`config.mk`:
```
export PLATFORM = sky130hd
export DESIGN_NAME = seq_pattern_detector
export DESIGN_NICKNAME = d
export VERILOG_FILES = /design/src/rtl/seq_pattern_detector.sv
export SDC_FILE = /design/constraint.sdc
export NUM_CORES = 1
export LEC_CHECK = 0
export ABC_CLOCK_PERIOD_IN_PS = 6800
export CAP_MARGIN = 20
export CELL_PAD_IN_SITES_DETAIL_PLACEMENT = 1
export CELL_PAD_IN_SITES_GLOBAL_PLACEMENT = 2
export CORE_MARGIN = 2
export CORE_UTILIZATION = 43
export DETAILED_ROUTE_END_ITERATION = 10
export DONT_BUFFER_PORTS = 1
export PLACE_DENSITY = 0.86
export SYNTH_ARGS = -nofsm -noshare
export SYNTH_HDL_FRONTEND = slang
export SYNTH_SLANG_ARGS = --single-unit
```
`constraint.sdc`:
```
create_clock -name clk -period 6.8 [get_ports clk]
set_clock_uncertainty 0.05 [all_clocks]
set_input_delay 0 -clock clk [delete_from_list [all_inputs] [get_ports clk]]
set_output_delay 0 -clock clk [all_outputs]
set_load 0.01 [all_outputs]
```
`src/rtl/seq_pattern_detector.sv`:
```
// Runtime-programmable serial bit-pattern detector.
// It watches a qualified serial stream (X sampled while in_valid is high) for a
// pattern of 1..MAX_LEN bits. Overlapping and non-overlapping match modes are
// supported. It produces a registered one-cycle match pulse and keeps a
// saturating match counter. Out of reset it behaves as an overlapping "101"
// detector.
//
// Ports:
//   clk, rst_n   clock (posedge) and asynchronous active-low reset
//   cfg_we       load cfg_pattern/cfg_len/cfg_overlap; flushes history
//   cfg_pattern  pattern, bit [len-1] is received first, bit 0 last
//   cfg_len      pattern length (clamped to 1..MAX_LEN on load)
//   cfg_overlap  1 = overlapping matches, 0 = non-overlapping
//   in_valid     qualifies X
//   X            serial data bit
//   cnt_clr      synchronous clear of match_cnt
//   match        registered one-cycle match pulse
//   match_cnt    saturating match count
//   cfg_len_q    active (clamped) pattern length
module seq_pattern_detector #(
  parameter int unsigned MAX_LEN = 8,
  parameter int unsigned LEN_W   = 4,
  parameter int unsigned CNT_W   = 8
) (
  input  logic               clk,
  input  logic               rst_n,
  input  logic               cfg_we,
  input  logic [MAX_LEN-1:0] cfg_pattern,
  input  logic [LEN_W-1:0]   cfg_len,
  input  logic               cfg_overlap,
  input  logic               in_valid,
  input  logic               X,
  input  logic               cnt_clr,
  output logic               match,
  output logic [CNT_W-1:0]   match_cnt,
  output logic [LEN_W-1:0]   cfg_len_q
);

  localparam logic [LEN_W-1:0] LEN_MAX = LEN_W'(MAX_LEN);

  logic [MAX_LEN-1:0] pattern_q;
  logic               overlap_q;
  logic [MAX_LEN-1:0] hist_q;
  logic [LEN_W-1:0]   fill_q;

  logic [MAX_LEN-1:0] hist_next;
  logic [LEN_W-1:0]   fill_next;
  logic [MAX_LEN-1:0] len_mask;
  logic [LEN_W-1:0]   len_clamp;
  logic               hit;

  // Candidate history/fill after accepting X, and the hit decision on them
  always_comb begin
    hist_next = {hist_q[MAX_LEN-2:0], X};
    fill_next = (fill_q >= LEN_MAX) ? LEN_MAX : fill_q + LEN_W'(1);
    len_mask  = '0;
    for (int i = 0; i < MAX_LEN; i++) begin
      len_mask[i] = (LEN_W'(i) < cfg_len_q);
    end
    // Only the low len_q bits take part in the compare
    hit = in_valid && !cfg_we && (fill_next >= cfg_len_q) &&
          (((hist_next ^ pattern_q) & len_mask) == '0);
  end

  // Length clamp applied when configuration is loaded
  always_comb begin
    len_clamp = cfg_len;
    if (cfg_len == '0) begin
      len_clamp = LEN_W'(1);
    end else if (cfg_len > LEN_MAX) begin
      len_clamp = LEN_MAX;
    end
  end

  // Configuration, history and match pulse
  always_ff @(posedge clk or negedge rst_n) begin
    if (!rst_n) begin
      pattern_q <= MAX_LEN'(3'b101);
      cfg_len_q <= LEN_W'(3);
      overlap_q <= 1'b1;
      hist_q    <= '0;
      fill_q    <= '0;
      match     <= 1'b0;
    end else if (cfg_we) begin
      pattern_q <= cfg_pattern;
      cfg_len_q <= len_clamp;
      overlap_q <= cfg_overlap;
      hist_q    <= '0;
      fill_q    <= '0;
      match     <= 1'b0;
    end else if (in_valid) begin
      hist_q <= hist_next;
      // Non-overlapping mode: the next match needs len_q fresh bits
      fill_q <= (hit && !overlap_q) ? '0 : fill_next;
      match  <= hit;
    end else begin
      match <= 1'b0;
    end
  end

  // Saturating match counter; clear wins over a simultaneous increment
  always_ff @(posedge clk or negedge rst_n) begin
    if (!rst_n) begin
      match_cnt <= '0;
    end else if (cnt_clr) begin
      match_cnt <= '0;
    end else if (hit && (match_cnt != '1)) begin
      match_cnt <= match_cnt + CNT_W'(1);
    end
  end

endmodule

```
==> metrics.md <==
| Metric | Value |
|---|---|
| Vias/cell | 5.62 |
| First-pass GRT wire length | 6640 um |
| Diode count | 0 |
| CTS max path bufs | 2 |
| Post-synthesis sequential area ratio | around half |
| CP max FO | 14 |
| Grt ovf | 0 |
| Routed wire length | roughly 4100 um |
| Syn Std Cell Area | 0.00169 sq mm |
| R2R cell count | 10 |
| Startpoint types | flop |
| Row cnt | 22 |
| Main synth FF type | dfrtp_1 |
| Hpwl dp | roughly 2700 um |
| Fin. Hold Viols | 0 |
| Layout cell share with drive strength beyond 1 | 16.2% |
| Starting Density | 45.6% |
| Critical path class | flop to flop |
| CP top delay family | simple AND/OR/NAND/NOR gates |
| Core footprint | 0.00372 sq mm |
| DRT Pass-1 Iters | 4 |
| Result of the run | completed |
| R2R Path Start | fill_q[0]$_DFFE_PN0P_ |
| Share of the synthesized area in the top cell type | 41.4% |
| Most Frequent Cell on Critical Path | ha_1 |
| # IOs | 32 |
| DR iter-0 viols | 71 |
| Fin crit share | 41.8% |
| Area of placed instances | 0.00173 sq mm |
| Max-cap viol count | 0 |
| Setup bufs post-CTS | 0 |
| WP buf/inv | 0 |
| Flops & latches, synth | 33 |
| RSZ-0062 raised after global routing | no |
| Port Buffer Count | 0 |
| Max-slew violation total from the final report | 0 |
| Slew Limit Headroom | about 56% |
| Min-Delay Path Class | input pin to flop |
| Share of synthesized registers carrying an async set or reset | 100% |
| Static Leak | 0.887 nW |
| Setup_tns | 0 ps |
| Final GP Congestion | 0.758 |
| Worst slew pin tran | 665 ps |
| Full die area | approximately 0.0045 sq mm |
| Post-Syn Instances | 156 |
| Root buf cell | clkbuf_8 |
| Syn_nets | 182 |
| Pwr dens | 215 mW/mm^2 |
| Worst hold start | cfg_we |
| Critical Path RT | 6970 ps |
| Initial antenna violation count | 0 |
| Post-synth top area cell | dfrtp_1 |
| Slowest stage delay, CP | 580 ps |
| Nets@finish | 204 |
| Chip width | approximately 67 um |
| Slowest cell on crit path | or4_1 |
| Largest cells by area after synthesis | dfrtp_1 (41%), dfstp_2 (7.8%), mux2_2 (6.0%) |
| Final setup margin | 3960 ps |
| Resize count post-CTS | 0 |
| Mapped Avg Cell Area | 10.9 sq um |
| Crit. Startpoint | fill_q[0]$_DFFE_PN0P_ |
| Clk slew on worst S/H paths | around 70 ps |
| Largest net degree at the start of global routing | 34 |
| Min Tclk post-route | 2840 ps |
| Antenna Violating Nets Remaining | 0 |
| Final setup vio count | 0 |
| Crit path depth | 10 |
| CTS H-tree depth | 2 |
| Tot Pwr | 0.441 mW |
| Netlist cell types | 37 |
| Yosys Warn Count | 0 |
| Max VDD drop | between 0.1 and 0.15 mV |
| CTS tree | yes |
| Via count | 1275 |
| Synth-to-Final Area Change | 21.3% |
| GRT Overall Usage | around 21% |
| Pre-CTS setup slack | 3970 ps |
| EDFF count, synth | 0 |
| Detailed-route DRC error count | 0 |
| Routed len/inst | ~18 um |
| Vias in the first global route | 1376 |
| Hold depth | 3 |
| Design Area, Final | around 0.0021 sq mm |
| Max Clock Freq | 352 MHz |
| DIE HEIGHT | 66.8 um |
| Hold Buf Count CTS | 20 |
| Clk Latency, worst-skew pair | around 290 ps |
| Inserted Clock Buffers | 5 |
| Crit path cell chain | ha_1 > xnor2_1 > nor2_1 > ha_1 > o21a_1 > o22ai_1 > a211oi_1 > nand4_2 > or4_1 > a21oi_1 |
| Setup crit end kind | flop |
| Clock sinks | 33 |
| CP arrival | 3010 ps |
## cells in the final DEF (no fill, tap or decap), drive strengths merged, types with 2 or more instances in the layout
cell | Yosys | layout
buf | 3 | 2
nor2b | 2 | 2
dfrtp | 28 | 28
nand2b | 3 | 3
and3 | 3 | 3
xor2 | 4 | 4
nand2 | 3 | 3
or2 | 2 | 2
nand3b | 3 | 3
inv | 7 | 7
a21oi | 8 | 8
nand3 | 4 | 4
ha | 7 | 7
nor2 | 13 | 13
mux2 | 9 | 9
or3 | 5 | 5
dlygate4sd3 | 0 | 19
o32ai | 3 | 3
xnor2 | 6 | 6
clkbuf | 3 | 7
or4 | 2 | 2
dfstp | 5 | 5
a211oi | 2 | 2
o31ai | 3 | 3
o22ai | 2 | 2
o21ai | 8 | 8
mux2i | 8 | 8
## flip-flops by register name, summed over array words and instances (netlist names)
| register | cells |
|---|---|
| pattern_q | 8 |
| match | 1 |
| fill_q | 4 |
| overlap_q | 1 |
| match_cnt | 8 |
| hist_q | 7 |
| cfg_len_q | 4 |
## final cells by class
cell class | instances | area [sq um]
Fill cell | 412 | 1660
Sequential cell | 33 | 832
Multi-Input combinational cell | 110 | 810
Timing Repair Buffer | 21 | 225
Clock buffer | 7 | 96.3
Tap cell | 48 | 60.1
Inverter | 7 | 26.3
Clock inverter | 1 | 5.00
## stage by stage
| stage | utilization [%] | instances | hold slack [ps] |
|---|---|---|---|
| floorplan | - | 156 | -346 |
| global placement | 46.5 | 198 | -345 |
| detailed placement | 46.5 | 198 | -344 |
| CTS | 54.9 | 226 | 36.1 |
| global route | 55.3 | 227 | 61.4 |
| finish | 55.3 | 227 | 37.0 |
## layer usage
layer	part of all wire, %	GRT usage, %	vias up
met3	5.6	7.09	5
met1	40	24.8	639
met4	1.3	5.36	0
met2	53	35.6	26
met5	0	0	-
li1	-	-	605
## cells by family (layout without fill, tap and decap cells)
family,Yosys count,count (layout),share of synthesized area [%]
AND/OR/NAND/NOR,43,43,14.2
AO/OA/AOI/OAI,33,33,12.6
flip-flops,33,33,49.1
multiplexers,17,17,10.7
buffers and inverters,13,36,3.10
XOR/XNOR,10,10,5.17
adder cells (fa/ha/maj),7,7,5.17
## cell usage after synthesis (all sizes together), types with 2 or more instances
cell,instances
mux2,9
a211oi,2
buf,3
o32ai,3
o22ai,2
ha,7
or3,5
clkbuf,3
mux2i,8
nor2,13
dfrtp,28
o21ai,8
and3,3
nand3,4
o31ai,3
inv,7
xnor2,6
dfstp,5
nand3b,3
nand2b,3
nand2,3
nor2b,2
or4,2
a21oi,8
xor2,4
or2,2
## worst paths after layout
path                                             to  slack (ps)
max                        match_cnt[7]$_DFFE_PN0P_        3960
min in group asynchronous     hist_q[1]$_DFFE_PN0P_         120
min                           fill_q[0]$_DFFE_PN0P_          40
max reg2reg                match_cnt[7]$_DFFE_PN0P_        3960
min reg2reg                pattern_q[4]$_DFFE_PN0P_         480
max in group asynchronous     overlap_q$_DFFE_PN1P_        6330
## tightest hold or removal path, stage by stage
cell	delay (ps)
nand2b_1	140
or2_2	130
o32ai_1	60
## report_power, final
part | total, mW | switching [mW] | internal [mW]
Sequential | 0.220 | 0.0115 | 0.208
Clock | 0.164 | 0.0729 | 0.0914
Combinational | 0.0572 | 0.0276 | 0.0296
No activity file was read; power rests on OpenSTA's default activity.
